**src/rtl/qeciphy_rx_link_monitor.sv**
```systemverilog
// QECIPHY RX link monitor: comma lock acquisition, payload
// forwarding and windowed code-error supervision.
module qeciphy_rx_link_monitor #(
    parameter int LOCK_COUNT = 16,
    parameter int ERR_LIMIT  = 4,
    parameter int ERR_WINDOW = 1024
) (
    input  logic        clk,
    input  logic        rst,
    input  logic        rx_datapath_ready,
    input  logic [31:0] rx_data,
    input  logic [3:0]  rx_ctrl_k,
    input  logic [3:0]  rx_disp_err,
    input  logic [3:0]  rx_not_in_table,
    input  logic        rx_byteisaligned,
    output logic        comma_align_en,
    output logic        rx_locked,
    output logic [31:0] m_tdata,
    output logic        m_tvalid,
    output logic [15:0] err_total,
    output logic [7:0]  realign_count
);

    typedef enum logic [1:0] {
        ST_RESET,
        ST_ALIGN,
        ST_CHECK,
        ST_LOCKED
    } state_t;

    localparam logic [7:0]  LOCK_LAST = 8'(LOCK_COUNT - 1);
    localparam logic [7:0]  ERR_LIM   = 8'(ERR_LIMIT);
    localparam logic [15:0] WIN_LAST  = 16'(ERR_WINDOW - 1);

    state_t      state;
    logic [7:0]  good_cnt;
    logic [15:0] win_cnt;
    logic [7:0]  win_err;

    logic        code_err;
    logic        is_comma;
    logic        is_data;
    logic        win_wrap;
    logic [7:0]  win_err_nxt;
    logic        err_hit;

    // Classify the incoming word and precompute the window error update.
    always_comb begin
        code_err    = |(rx_disp_err | rx_not_in_table);
        is_comma    = !code_err && (rx_ctrl_k == 4'b0001)
                      && (rx_data[7:0] == 8'hBC);
        is_data     = !code_err && (rx_ctrl_k == 4'b0000);
        win_wrap    = (win_cnt == WIN_LAST);
        win_err_nxt = win_wrap ? 8'd0 : win_err;
        if (code_err) begin
            win_err_nxt = win_err_nxt + 8'd1;
        end
        err_hit     = code_err && (win_err_nxt >= ERR_LIM);
    end

    // Link FSM with registered status outputs and datapath register.
    always_ff @(posedge clk or posedge rst) begin
        if (rst) begin
            state          <= ST_RESET;
            good_cnt       <= 8'd0;
            win_cnt        <= 16'd0;
            win_err        <= 8'd0;
            comma_align_en <= 1'b0;
            rx_locked      <= 1'b0;
            m_tdata        <= 32'h0;
            m_tvalid       <= 1'b0;
            err_total      <= 16'h0;
            realign_count  <= 8'h0;
        end else begin
            m_tvalid <= 1'b0;
            if (!rx_datapath_ready) begin
                state          <= ST_RESET;
                good_cnt       <= 8'd0;
                win_cnt        <= 16'd0;
                win_err        <= 8'd0;
                comma_align_en <= 1'b0;
                rx_locked      <= 1'b0;
            end else begin
                case (state)
                    ST_RESET: begin
                        state          <= ST_ALIGN;
                        comma_align_en <= 1'b1;
                    end
                    ST_ALIGN: begin
                        if (rx_byteisaligned && is_comma) begin
                            state          <= ST_CHECK;
                            good_cnt       <= 8'd1;
                            comma_align_en <= 1'b0;
                        end
                    end
                    ST_CHECK: begin
                        if (code_err || !rx_byteisaligned) begin
                            state          <= ST_ALIGN;
                            good_cnt       <= 8'd0;
                            comma_align_en <= 1'b1;
                        end else if (is_comma) begin
                            if (good_cnt == LOCK_LAST) begin
                                state     <= ST_LOCKED;
                                good_cnt  <= 8'd0;
                                rx_locked <= 1'b1;
                            end else begin
                                good_cnt <= good_cnt + 8'd1;
                            end
                        end
                    end
                    ST_LOCKED: begin
                        if (code_err && (err_total != 16'hFFFF)) begin
                            err_total <= err_total + 16'd1;
                        end
                        if (!rx_byteisaligned || err_hit) begin
                            state          <= ST_ALIGN;
                            win_cnt        <= 16'd0;
                            win_err        <= 8'd0;
                            comma_align_en <= 1'b1;
                            rx_locked      <= 1'b0;
                            if (realign_count != 8'hFF) begin
                                realign_count <= realign_count + 8'd1;
                            end
                        end else begin
                            win_cnt <= win_wrap ? 16'd0 : win_cnt + 16'd1;
                            win_err <= win_err_nxt;
                            if (is_data) begin
                                m_tvalid <= 1'b1;
                                m_tdata  <= rx_data;
                            end
                        end
                    end
                    default: begin
                        state <= ST_RESET;
                    end
                endcase
            end
        end
    end

endmodule

```
**config.mk**
```make
export PLATFORM = sky130hd
export DESIGN_NAME = qeciphy_rx_link_monitor
export DESIGN_NICKNAME = d
export VERILOG_FILES = /design/src/rtl/qeciphy_rx_link_monitor.sv
export SDC_FILE = /design/constraint.sdc
export NUM_CORES = 1
export LEC_CHECK = 0
export CAP_MARGIN = 20
export CORE_UTILIZATION = 45
export DETAILED_ROUTE_END_ITERATION = 8
export PLACE_DENSITY = 0.76
export SYNTH_ARGS = -nofsm -noshare
export SYNTH_HDL_FRONTEND = slang
export SYNTH_SLANG_ARGS = --single-unit
```
**constraint.sdc**
```tcl
create_clock -name clk -period 3 [get_ports clk]
set_input_delay 0.6 -clock clk [delete_from_list [all_inputs] [get_ports clk]]
set_output_delay 0.6 -clock clk [all_outputs]
set_load 0.05 [all_outputs]
```
* Word level (Yosys, flattened, before mapping)
Index checks and enable logic that the tools add are counted.
** Word-level totals
- Bits in registers :: 93
- Latch bits :: 0
- Memory bits (writable) :: 0
- Bits in read-only memories :: 0
- Bits of input ports :: 48
- Output and inout port bits :: 59
- Logic and storage cells :: 95
- Memories :: 0
** Cells by class
- Add/sub/neg operators :: 5
- Multiply operators :: 0
- Divide/modulo/power cells :: 0
- $lt $le $gt $ge :: 1
- Equality and inequality tests :: 20
- Shift-type cells :: 0
- Mux-type cells :: 37
- Bitwise operators :: 2
- Reductions and logical operators :: 20
** Operators by type and width (number)
- two-way mux 8 bit :: 10
- two-way mux 16 bit :: 4
- adder 16 x 1 -> 16 bit, second input constant :: 2
- adder 8 x 1 -> 8 bit, second input constant :: 3
- != test 3 bit, second input constant :: 6
- == test 16 x 10 -> 1 bit, second input constant :: 1
- != test 16 bit, second input constant :: 1
- one-hot mux 8 bit (2 select lines) :: 1
- two-way mux 1 bit :: 13
- two-way mux 2 bit :: 6
- AND reduction 4 bit :: 3
- AND reduction 3 bit :: 3
- == test 8 x 4 -> 1 bit, second input constant :: 1
- == test 8 bit, second input constant :: 1
- greater-or-equal comparator 8 x 3 -> 1 bit, second input constant :: 1
- != test 4 bit, second input constant :: 2
- != test 8 bit, second input constant :: 1
- one-hot mux 2 bit (4 select lines) :: 1
- logical AND 1 bit :: 6
- != test 3 x 1 -> 1 bit, second input constant :: 2
- AND reduction 5 bit :: 1
- == test 2 bit, second input constant :: 2
- == test 4 x 1 -> 1 bit, second input constant :: 1
- logical NOT 4 bit :: 1
- 10 further kinds :: 12

* Depth between registers and ports, before layout
- Word-level depth :: 10
- Mapped depth :: 16
- Mapped depth without buffers :: 14

* Worst setup path before layout
No wires, ideal clock.
- Path kind :: flip-flop to flip-flop
- Start :: reg win_cnt[0]
- End :: reg win_cnt[11]
- Library setup time :: 80 ps
- Data arrival time :: 2928 ps
- Data required time :: 2920 ps
- Path slack :: -9 ps
- Cell stages (with the launch flop) :: 16
- Buffers on the path :: 1
- Clock period less this slack :: 3009 ps
- Cell sequence :: dfrtp_1 > ha_1 > nand3_1 > nor2_1 > nand3_2 > and2_1 > ha_1 > inv_1 > a21oi_1 > nand2_1 > nor4b_1 > nor3_1 > o21a_1 > buf_6 > or4_4 > o211ai_2
** On the way
- Word-level cells in the longest chain between the ends :: 10
- Elaborated cells on any way between the ends :: 12
- Classes of those cells :: add/sub: 2; order compare: 1; eq/ne: 1; mux: 6; reduce/logical: 2
** RTL lines
- start, declared :: line 37 : logic [15:0] win_cnt;
- start signal, assigned :: line 125 : win_cnt <= win_wrap ? 16'd0 : win_cnt + 16'd1;
- == test 16 x 10 -> 1 bit :: line 53 : win_wrap = (win_cnt == WIN_LAST);
- two-way mux 8 bit :: line 54 : win_err_nxt = win_wrap ? 8'd0 : win_err;
- adder 8 x 1 -> 8 bit :: line 56 : win_err_nxt = win_err_nxt + 8'd1;
- two-way mux 8 bit :: line 55 : if (code_err) begin
- greater-or-equal comparator 8 x 3 -> 1 bit :: line 58 : err_hit = code_err && (win_err_nxt >= ERR_LIM);
- logical AND 1 bit :: line 58
- logical OR 1 bit :: line 115 : if (!rx_byteisaligned || err_hit) begin
- two-way mux 16 bit * :: line 115
- two-way mux 16 bit * :: line 84 : case (state)
- two-way mux 16 bit * :: line 76 : if (!rx_datapath_ready) begin
Every way passes the cells marked *; elsewhere a longest branch is shown, timed or not. The select of a mux whose other input is x is not followed.
A chain may end at the register's enable or synchronous reset.

* Worst setup path after layout
- Start :: reg win_cnt[14]
- End :: reg win_err[6]
** On the way
- Word-level cells in the longest chain between the ends :: 10
** RTL lines
- == test 16 x 10 -> 1 bit * :: line 53
- two-way mux 8 bit * :: line 54
- adder 8 x 1 -> 8 bit :: line 56
- two-way mux 8 bit * :: line 55
- greater-or-equal comparator 8 x 3 -> 1 bit :: line 58
- logical AND 1 bit :: line 58
- logical OR 1 bit :: line 115
- two-way mux 8 bit * :: line 115
- two-way mux 8 bit * :: line 84
- two-way mux 8 bit * :: line 76
- end signal, assigned :: line 126 : win_err <= win_err_nxt;
- end, declared :: line 38 : logic [7:0] win_err;
Marks and branches as above.

==> metrics.yaml <==
grt_pass1_vias: 3729
max_slew_margin: 0.629
holdCritPathClass: "reg -> reg"
path_buf_inv: 2
critPathKind: "reg -> reg"
cts_root_buffer: "clkbuf_8"
synth_area_mm2: 0.00459
synth-xor-area-share: 0.0516
routedWlPerCell_um: 16.5
area_delta_synth_final_pct: 39.6
fin_crit_ns: 2.93
timing.final.crit_share: 0.976
drc_errors: 0
r2r_start: "win_cnt[14]"
arrival_ns: 3.24
finalWorstSetupSlack_ns: 0.0734
gp_congestion: 0.905
timing.fmax_mhz: 342
design.die.area_mm2: 0.0106
powerDensity_mw_per_mm2: 369
cpPeakStageDelay_ns: 0.39
cts_buffer_depth: 2
grt_first_pass_wirelength_um: 17900
drv_slew: 0
cts.clk_slew.worst_paths_ns: 0.09
crit_top_cell: "nand3_2"
synthMuxAreaShare: 0.0922
yosys_warnings: 0
ant_nets: 0
rsz0062_at_grt: "yes"
h-tree-depth: 3
critPathLaunchType: "flip-flop"
synthMostInstantiatedCell: "dfrtp_1"
peakVddDrop_v: 0.000236
clk_latency_ns: 0.37
path_delay_family: "simple AND/OR/NAND/NOR gates"
synth_simple_gate_area_frac: 0.195
cts_buffers: 9
synthAdderAreaFrac: 0.0218
crit_start: "win_cnt[14]"
antenna_found_initial: 0
ys_seq_area_frac: 0.507
overflow: 0
syn_avg_cell_area_um2: 10.9
num_antenna_cells: 0
ys_ff_latch: 93
rrSetupSlack_ns: 0.07
ys_types: 55
grt_max_degree: 44
core_area_mm2: 0.00982
synth-edff-count: 0
nets: 610
synth-compound-area-share: 0.104
drive_gt1_frac: 0.228
slowest_stage: "dfrtp_1"
place_ws_ns: -0.202
finalPower_mw: 2.36
maxCapViolCount: 0
n_fill_cell: 787
grt_usage: 0.220
cp-end-kind: "flip-flop"
p_leak_nw: 2.76
fp.dieW_um: 103
path_max_fanout: 8
final_util: 0.652
worstReg2RegEnd: "win_err[6]"
yosys-top-cells-count: "93 x dfrtp_1, 42 x nand2_1, 34 x mux2_2, 21 x xnor2_1"
postSynthNetCount: 475
status: "complete, no violations"
setup_viol: 0
via_per_inst: 5.50
io_pins: 107
path_cells: "nor4b_2 > and3_1 > nand3_2 > and2_4 > ha_4 > inv_4 > a211oi_2 > xnor2_1 > nand3_2 > or2_4 > o21a_4 > buf_4 > a311oi_2 > o21a_1"
ctsHoldBuffers: 0
vias: 3803
synth_top_area_frac: 0.507
routed_wl_um: 11400
yosys-top-cells-area: "dfrtp_1 51%, mux2_2 8.3%, xnor2_1 4.0%, nand2_1 3.4%, ha_1 2.2%"
hold_violations: 0
io_buffers: 106
timing.critical_path.to: "win_err[6]"
ys_async_sr_fraction: 1.00
synth_top_cell_by_area: "dfrtp_1"
worst_pin_slew_ns: 0.557
cp.required_ns: 3.31
firstDrtPassIters: 4
synth_top_family_by_area: "simple AND/OR/NAND/NOR gates"
finClkSkew_ns: 0.00697
clock-sinks: 93
fin_setup_tns_ns: 0
r2r_cells: 14
worst-path-stages: 14
cts_tree: "built"
std_cell_rows: 36
dpl.hpwl_um: 8390
initial_core_util: 0.467
ys.flop_type: "dfrtp_1"
drtIter0Drc: 195
syn_inst: 419
die_h_um: 103
==> repair_timing <==
action | in CTS | in global routing
gates resized for setup | 7 | 23
setup buffers | 0 | 2
setup endpoints to repair | 20 | 35
pin swaps | 3 | 9
==> area by class of cell <==
type	instances	area, um^2	area share
Sequential cell	93	2330	0.364
Multi-Input combinational cell	298	2280	0.357
Timing Repair Buffer	142	1360	0.212
Tap cell	133	166	0.0260
Clock buffer	10	138	0.0215
Clock inverter	5	82.6	0.0129
Inverter	10	43.8	0.00684
==> flip-flops by register name, indices dropped and copies added (netlist names) <==
signal,cells
realign_count,8
err_total,16
m_tvalid,1
rx_locked,1
m_tdata,32
win_cnt,16
good_cnt,8
win_err,8
comma_align_en,1
state,2
==> worst min-delay path by stage <==
| stage | start | endpoint | slack [ns] | cells after the start |
|---|---|---|---|---|
| floorplan | good_cnt[7] | good_cnt[7] | 0.45 | 1 |
| global placement | good_cnt[7] | good_cnt[7] | 0.47 | 1 |
| detailed placement | good_cnt[7] | good_cnt[7] | 0.48 | 1 |
| CTS | good_cnt[7] | good_cnt[7] | 0.49 | 1 |
| global route | realign_count[4] | realign_count[4] | 0.51 | 1 |
| finish | realign_count[4] | realign_count[4] | 0.50 | 1 |
==> through the flow <==
step	std cells	cell area, um^2	hold slack [ns]
finish	691	6400	0.499
global route	691	6400	0.509
detailed placement	674	6020	0.476
floorplan	419	4590	0.445
global placement	674	6020	0.474
CTS	689	6270	0.493
==> where the power goes <==
group          internal (mW)  switching, mW
Combinational         0.0816         0.0778
Clock                  0.491          0.449
Sequential              1.26        0.00726
Total                   1.83          0.534
==> routing by layer <==
| metal | wire [um] | up-vias | share of wire | global-route usage |
|---|---|---|---|---|
| met5 | 0 | - | 0 | 0 |
| met3 | 489 | 21 | 0.043 | 0.0475 |
| met1 | 4790 | 1913 | 0.42 | 0.281 |
| met2 | 5880 | 86 | 0.52 | 0.367 |
| met4 | 217 | 0 | 0.019 | 0.0813 |
| li1 | - | 1783 | - | - |
==> placed cells by master, fill, tap and decap left out, drive strengths merged, types with 3 or more instances in the layout <==
cell	n
and4	3
mux2	34
a211oi	4
nand2	42
clkdlybuf4s50	106
a21oi	6
dfrtp	93
nand2b	5
nand3	17
or4	3
clkbuf	10
ha	8
o31ai	7
nor2	17
xor2	6
and3	10
inv	10
nor4b	6
o21a	7
a221o	3
nand4	16
or2	5
and2	11
nor3	8
mux2i	4
o311ai	3
a31oi	3
xnor2	21
nor2b	4
o22ai	3
buf	36
o21ai	20
nor4	7
==> logic make-up after synthesis <==
group	after synthesis
mux	38
buf+inv	28
compound gates	67
xor+xnor	27
simple gates	158
flops	93
fa+ha+maj	8
(Power assumes the default switching activity.)
